$ cat src/rtl/imem_loader.sv
// Boot-time instruction-memory loader: receives a framed byte stream
// (sync 0xA5, 16-bit word count, little-endian payload words, 8-bit payload sum).
// It writes each assembled word to consecutive word addresses and holds the core
// in reset until a frame with a matching checksum has been fully loaded.
// ADDR_WIDTH is expected to be 1..16 (the word counter is 16 bits wide).
module imem_loader #(
  parameter int ADDR_WIDTH = 10
) (
  input  logic                  clk,
  input  logic                  rst,
  input  logic                  in_valid,
  input  logic [7:0]            in_data,
  output logic                  in_ready,
  output logic                  imem_we,
  output logic [ADDR_WIDTH-1:0] imem_addr,
  output logic [31:0]           imem_wdata,
  output logic                  core_rst,
  output logic                  done,
  output logic                  error
);

  typedef enum logic [2:0] {
    IDLE,
    LEN_LO,
    LEN_HI,
    DATA,
    CHECK,
    DONE,
    ERR
  } state_e;

  localparam logic [7:0]  SyncByte = 8'hA5;
  localparam logic [16:0] MaxWords = 17'd1 << ADDR_WIDTH;

  state_e                  state_q;
  logic [7:0]              lenLo_q;
  logic [15:0]             len_q;
  logic [1:0]              byteCnt_q;
  logic [15:0]             wordCnt_q;
  logic [7:0]              sum_q;
  logic [23:0]             wordBuf_q;
  logic                    we_q;
  logic [ADDR_WIDTH-1:0]   addr_q;
  logic [31:0]             wdata_q;
  logic                    coreRst_q;
  logic                    done_q;
  logic                    error_q;

  logic                    accept;
  logic [15:0]             lenFull_d;
  logic [15:0]             wordCntInc_d;
  logic                    lenBad_d;

  assign in_ready     = (state_q != DONE) && (state_q != ERR);
  assign accept       = in_valid && in_ready;
  assign lenFull_d    = {in_data, lenLo_q};
  assign wordCntInc_d = wordCnt_q + 16'd1;
  assign lenBad_d     = (lenFull_d == 16'd0) || ({1'b0, lenFull_d} > MaxWords);

  assign imem_we    = we_q;
  assign imem_addr  = addr_q;
  assign imem_wdata = wdata_q;
  assign core_rst   = coreRst_q;
  assign done       = done_q;
  assign error      = error_q;

  // Frame parser: one accepted byte advances the state, packs payload, and registers writes/status.
  always_ff @(posedge clk) begin
    if (rst) begin
      state_q   <= IDLE;
      lenLo_q   <= 8'd0;
      len_q     <= 16'd0;
      byteCnt_q <= 2'd0;
      wordCnt_q <= 16'd0;
      sum_q     <= 8'd0;
      wordBuf_q <= 24'd0;
      we_q      <= 1'b0;
      addr_q    <= '0;
      wdata_q   <= 32'd0;
      coreRst_q <= 1'b1;
      done_q    <= 1'b0;
      error_q   <= 1'b0;
    end else begin
      we_q <= 1'b0;
      if (accept) begin
        case (state_q)
          IDLE: begin
            if (in_data == SyncByte) state_q <= LEN_LO;
          end
          LEN_LO: begin
            lenLo_q <= in_data;
            state_q <= LEN_HI;
          end
          LEN_HI: begin
            len_q <= lenFull_d;
            if (lenBad_d) begin
              state_q <= ERR;
              error_q <= 1'b1;
            end else begin
              state_q <= DATA;
            end
          end
          DATA: begin
            sum_q     <= sum_q + in_data;
            byteCnt_q <= byteCnt_q + 2'd1;
            wordBuf_q <= {in_data, wordBuf_q[23:8]};
            if (byteCnt_q == 2'd3) begin
              we_q      <= 1'b1;
              addr_q    <= wordCnt_q[ADDR_WIDTH-1:0];
              wdata_q   <= {in_data, wordBuf_q};
              wordCnt_q <= wordCntInc_d;
              if (wordCntInc_d == len_q) state_q <= CHECK;
            end
          end
          CHECK: begin
            if (in_data == sum_q) begin
              state_q   <= DONE;
              done_q    <= 1'b1;
              coreRst_q <= 1'b0;
            end else begin
              state_q <= ERR;
              error_q <= 1'b1;
            end
          end
          default: begin
            state_q <= state_q;
          end
        endcase
      end
    end
  end

endmodule

$ cat config.mk
export PLATFORM = sky130hd
export DESIGN_NAME = imem_loader
export DESIGN_NICKNAME = d
export VERILOG_FILES = /design/src/rtl/imem_loader.sv
export SDC_FILE = /design/constraint.sdc
export NUM_CORES = 1
export LEC_CHECK = 0
export BUFFER_PORTS_ARGS = -buffer_cell sky130_fd_sc_hd__buf_2
export CAP_MARGIN = 20
export CORE_ASPECT_RATIO = 0.9
export CORE_UTILIZATION = 59
export CTS_BUF_LIST = sky130_fd_sc_hd__clkbuf_8
export DETAILED_ROUTE_END_ITERATION = 16
export PLACE_DENSITY = 0.89
export SLEW_MARGIN = 20
export SYNTH_ARGS = -nofsm -noshare
export SYNTH_HDL_FRONTEND = slang
export SYNTH_SLANG_ARGS = --single-unit
export TNS_END_PERCENT = 20
$ cat constraint.sdc
create_clock -name clk -period 2.84 [get_ports clk]
set_clock_uncertainty 0.1 [all_clocks]
set_input_delay 0.142 -clock clk [delete_from_list [all_inputs] [get_ports clk]]
set_output_delay 0.142 -clock clk [all_outputs]
set_load 0.005 [all_outputs]
-- Word-level counts from Yosys, hierarchy flattened
Cells that the tools add are included.
- $add $sub $neg: 3
- magnitude comparators: 1
- eq/ne operators: 15
- muxes and demuxes: 10
- bitwise logic cells: 2
- reductions and logical operators: 15
- operators with widths (kind ; count):
    16-bit by 1-bit adder with 16-bit output (second input constant) ; 1
    16-bit equality test ; 1
    16-bit by 11-bit > comparator with 1-bit output (second input constant) ; 1
    16-bit zero test ; 1
    3-bit one-hot mux with 5 select lines ; 1
    3-bit 2-to-1 mux ; 4
    2-bit inequality test (second input constant) ; 5
    8-bit adder ; 1
    8-bit equality test ; 1
    8-bit equality test (second input constant) ; 1
    3-bit by 2-bit equality test with 1-bit output (second input constant) ; 2
    3-bit inequality test (second input constant) ; 2
    2-bit AND reduction ; 3
    3-bit AND reduction ; 2
    5-bit AND reduction ; 1
    5-bit nonzero test ; 1
    4-bit AND reduction ; 1
    3-bit by 1-bit equality test with 1-bit output (second input constant) ; 1
    3-bit equality test (second input constant) ; 1
    3-bit zero test ; 1
    1-bit 2-to-1 mux ; 3
    3-bit OR reduction ; 1
    2-bit by 1-bit adder with 2-bit output (second input constant) ; 1
    2-bit equality test (second input constant) ; 1
    other kinds (6) ; 8
- bits in registers: 123
- output and inout port bits: 47
- logic and storage cells: 59

-- Longest topological paths before layout
- word-level depth: 5
- depth in mapped cells: 9

-- Worst setup path before layout
OpenSTA, ideal clock, no wires.
- kind: reg-to-reg
- from: register wordCnt_q[1]
- to: register state_q[2]
- setup time: 58 ps
- data arrival time: 1991 ps
- data required time: 2682 ps
- slack: 691 ps
- cell stages (with the launch flop): 8
- path buffers: 0
- period minus slack after synthesis: 2149 ps
- path through: dfxtp_1 ha_1 nand4_4 or3_1 a2111oi_2 o31ai_1 a211oi_1 a21o_1
- word-level cells in the longest chain between the ends: 4
- ends and longest elaborated chain (element ; line ; text):
    start, declared ; 39 ; logic [15:0] wordCnt_q;
    start signal, assigned ; 111 ; wordCnt_q <= wordCntInc_d;
    16-bit by 1-bit adder with 16-bit output ; 57 ; assign wordCntInc_d = wordCnt_q + 16'd1;
    16-bit equality test ; 112 ; if (wordCntInc_d == len_q) state_q <= CHECK;
    2-bit inequality test (no source line) ; -- ;
    5-bit AND reduction (no source line) ; -- ;
    end signal, assigned ; 126 ; state_q <= state_q;
    end, declared ; 35 ; state_e state_q;
Every way passes these cells.
A chain may end at the register's enable or synchronous reset.

-- Worst setup path after layout
- from: input port in_data[1]
- to: register sum_q[7]
- word-level cells in the longest chain between the ends: 1
- ends and longest elaborated chain (element ; line ; text):
    start, declared ; 12 ; input logic [7:0] in_data,
    8-bit adder ; 104 ; sum_q <= sum_q + in_data;
    end signal, assigned ; 104 ;
    end, declared ; 40 ; logic [7:0] sum_q;
Every way passes these cells.

==> impl_metrics.json <==
{
  "place_hpwl_um": 8720,
  "postRouteWirelength_um": 13800,
  "die_area_mm2": 0.00967,
  "yosysWarnings": 0,
  "rsz0062_at_grt": "no",
  "grt_pass1_vias": 4854,
  "netlist_area_mm2": 0.00547,
  "core-area_mm2": 0.00877,
  "clk_pin_slew_ns": 0.08,
  "viasPerCell": 5.88,
  "relSlewSlack_pct": 42.0,
  "end_kind": "register",
  "insertion_delay_ns": 0.43,
  "clock.fmax_mhz": 378,
  "htreeDepth": 4,
  "placed_area_mm2": 0.00577,
  "cts_buffers": 17,
  "fin_crit_sh_pct": 93.2,
  "fin_nets": 771,
  "ys_seq_area_share_pct": 45.0,
  "hold_violations": 0,
  "ys_async_sr_fraction_pct": 0,
  "cts_buffer_depth": 2,
  "grt_max_degree": 52,
  "row_count": 32,
  "crit_slowest_cell": "a2111oi_0",
  "hold_buffers": 10,
  "crit_path_cell_trace": "dlygate4sd3_1, buf_2, ha_1, a21oi_1, o211ai_1, a2111oi_0, o21bai_1, a21o_1, a21oi_1",
  "port_buffers": 57,
  "synth_edf_count": 0,
  "finalCriticalPeriod_ns": 2.65,
  "cts_setup_buffers": 0,
  "grt-ovfl-total": 0,
  "io_pins": 58,
  "worstPathRequired_ns": 3.11,
  "crit_fanout": 8,
  "hold_class": "input pin to register",
  "dr.pass1.iters": 6,
  "synth_nets": 725,
  "switching_share_pct": 22.9,
  "cp.arrival_ns": 2.91,
  "ys_seq_elements": 123,
  "drive_gt1_share_pct": 13.6,
  "start_kind": "input pin",
  "setup_viol_count_final": 0,
  "root_buffer": "clkbuf_8",
  "clkPwrFrac_pct": 48.7,
  "die_height_um": 93.4,
  "design_area_mm2": 0.00632,
  "wl_per_cell_um": 15.6,
  "ys_types": 57,
  "p_per_area_mw_per_mm2": 559,
  "antenna_found_initial": 0,
  "cp_common_cell": "a21oi_1",
  "ant_nets": 0,
  "syn_area_per_cell_um2": 7.78,
  "p_comb_share_pct": 2.5,
  "syn_to_final_growth_pct": 15.4,
  "seqPwrFrac_pct": 48.8,
  "die-width_um": 104,
  "cts.sinks": 123,
  "worst_pin_slew_ns": 0.848,
  "internal-power_mw": 2.73,
  "status": "complete, no violations",
  "timing.setup.tns_ns": 0,
  "drt_iter0_drc": 542,
  "grt_pass1_wl_um": 23000,
  "diodes": 0,
  "synthFlopType": "dfxtp_1",
  "p_sw_uw": 808,
  "power.static_leakage_nw": 2.28,
  "critPathKind": "input pin to register",
  "grt_usage_pct": 29.8,
  "drc": 0,
  "ir_drop_uv": 337,
  "netlist_instances": 704,
  "critPathMaxStageDelay_ns": 0.78,
  "gp_congestion": 0.935,
  "num_vias": 5184,
  "slew_viol_final": 0,
  "initial_utilization_pct": 62.4,
  "maxCapViolations": 0,
  "cts_resized": 0,
  "cts_tree": "done"
}
state kept, by name (all words and copies together) (netlist names):
signal,cells
imem_wdata,32
wordCnt_q,16
wordBuf_q,24
core_rst,1
imem_we,1
error,1
lenLo_q,8
done,1
len_q,16
imem_addr,10
byteCnt_q,2
sum_q,8
state_q,3
per-stage QoR:
step | setup WS, ns | power [mW] | instances | hold WS, ns | utilization, %
after global routing | 0.0900 | 3.65 | 882 | 0.142 | 72.1
after floorplan | 0.691 | 1.81 | 704 | 0.178 | -
final | 0.194 | 3.54 | 882 | 0.117 | 72.1
after global placement | 0.447 | 1.84 | 840 | 0.334 | 65.8
after detailed placement | 0.342 | 1.84 | 840 | 0.334 | 65.8
after CTS | 0.311 | 3.55 | 882 | 0.110 | 72.1
worst max-delay path: cells and delay by family:
kind	cells	cell delay (ns)
buffers and inverters	2	0.73
AO/OA/AOI/OAI	6	1.71
adder cells (fa/ha/maj)	1	0.33
cell usage after synthesis (all sizes together) (2+ instances only):
cell	number	area, um^2
a21boi	2	15.0
xor2	10	87.6
nor2	25	93.8
a31oi	7	43.8
xnor2	24	210
nand2	208	783
nor3b	5	37.5
a21o	4	30.0
dfxtp	123	2460
ha	9	113
o21ai	12	60.1
buf	11	63.8
nand4	5	46.3
nand3	9	45.0
or3	11	68.8
o311ai	3	26.3
and2	3	18.8
nand2b	3	18.8
nor2b	4	25.0
a21oi	115	576
and4	3	26.3
nor4	4	25.0
nand3b	4	30.0
nor3	9	45.0
a2111oi	4	41.3
and3	2	12.5
o21a	4	30.0
a311oi	2	17.5
o22ai	2	12.5
inv	16	60.1
clkbuf	38	143
a211oi	2	15.0
o31ai	2	15.0
cell type report:
class | count | area [um^2]
tap | 119 | 149
clock buffer | 17 | 234
clock inverter | 15 | 213
sequential | 123 | 2460
fill | 670 | 2450
multi-input combinational | 516 | 2750
timing repair buffer | 76 | 455
inverter | 16 | 60.1
logic make-up after synthesis:
group	after synthesis	synth area share, %
simple gates	303	24.6
xor+xnor	34	5.44
compound gates	169	17.7
flops	123	45.0
buf+inv	65	4.87
fa+ha+maj	10	2.42
final timing paths:
kind / cells after the start / start / slack [ns] / to
max reg2reg: 7 / wordCnt_q[0] / 0.25 / state_q[0]
min: 4 / in_valid / 0.12 / done
max: 9 / in_data[1] / 0.19 / sum_q[7]
min reg2reg: 2 / imem_addr[6] / 0.35 / imem_addr[6]
placed cells by master (no fill, tap or decap), types with 11 or more instances in the layout:
master | netlist | layout
nand2_1 | 207 | 207
o21ai_0 | 12 | 12
a21oi_1 | 115 | 115
or3_1 | 11 | 11
buf_2 | 6 | 56
xnor2_1 | 24 | 24
inv_1 | 16 | 16
clkbuf_8 | 0 | 17
nor2_1 | 25 | 25
dfxtp_1 | 123 | 123
metal layers:
| layer | share of wire (%) | wire length [um] | global-route usage, % | up-vias |
|---|---|---|---|---|
| met1 | 41 | 5660 | 37.4 | 2381 |
| met2 | 48 | 6570 | 48.9 | 282 |
| li1 | - | - | - | 2473 |
| met3 | 8.6 | 1190 | 6.83 | 48 |
| met4 | 2.7 | 366 | 13.9 | 0 |
| met5 | 0 | 0 | 0 | - |
power groups by stage:
stage	combinational, mW	sequential, mW	clock (mW)
finish	0.0898	1.72	1.72
global route	0.0965	1.72	1.83
CTS	0.0863	1.72	1.74
detailed placement	0.0754	1.76	0
global placement	0.0732	1.76	0
floorplan	0.0490	1.76	0
No activity file was read; power rests on OpenSTA's default activity.
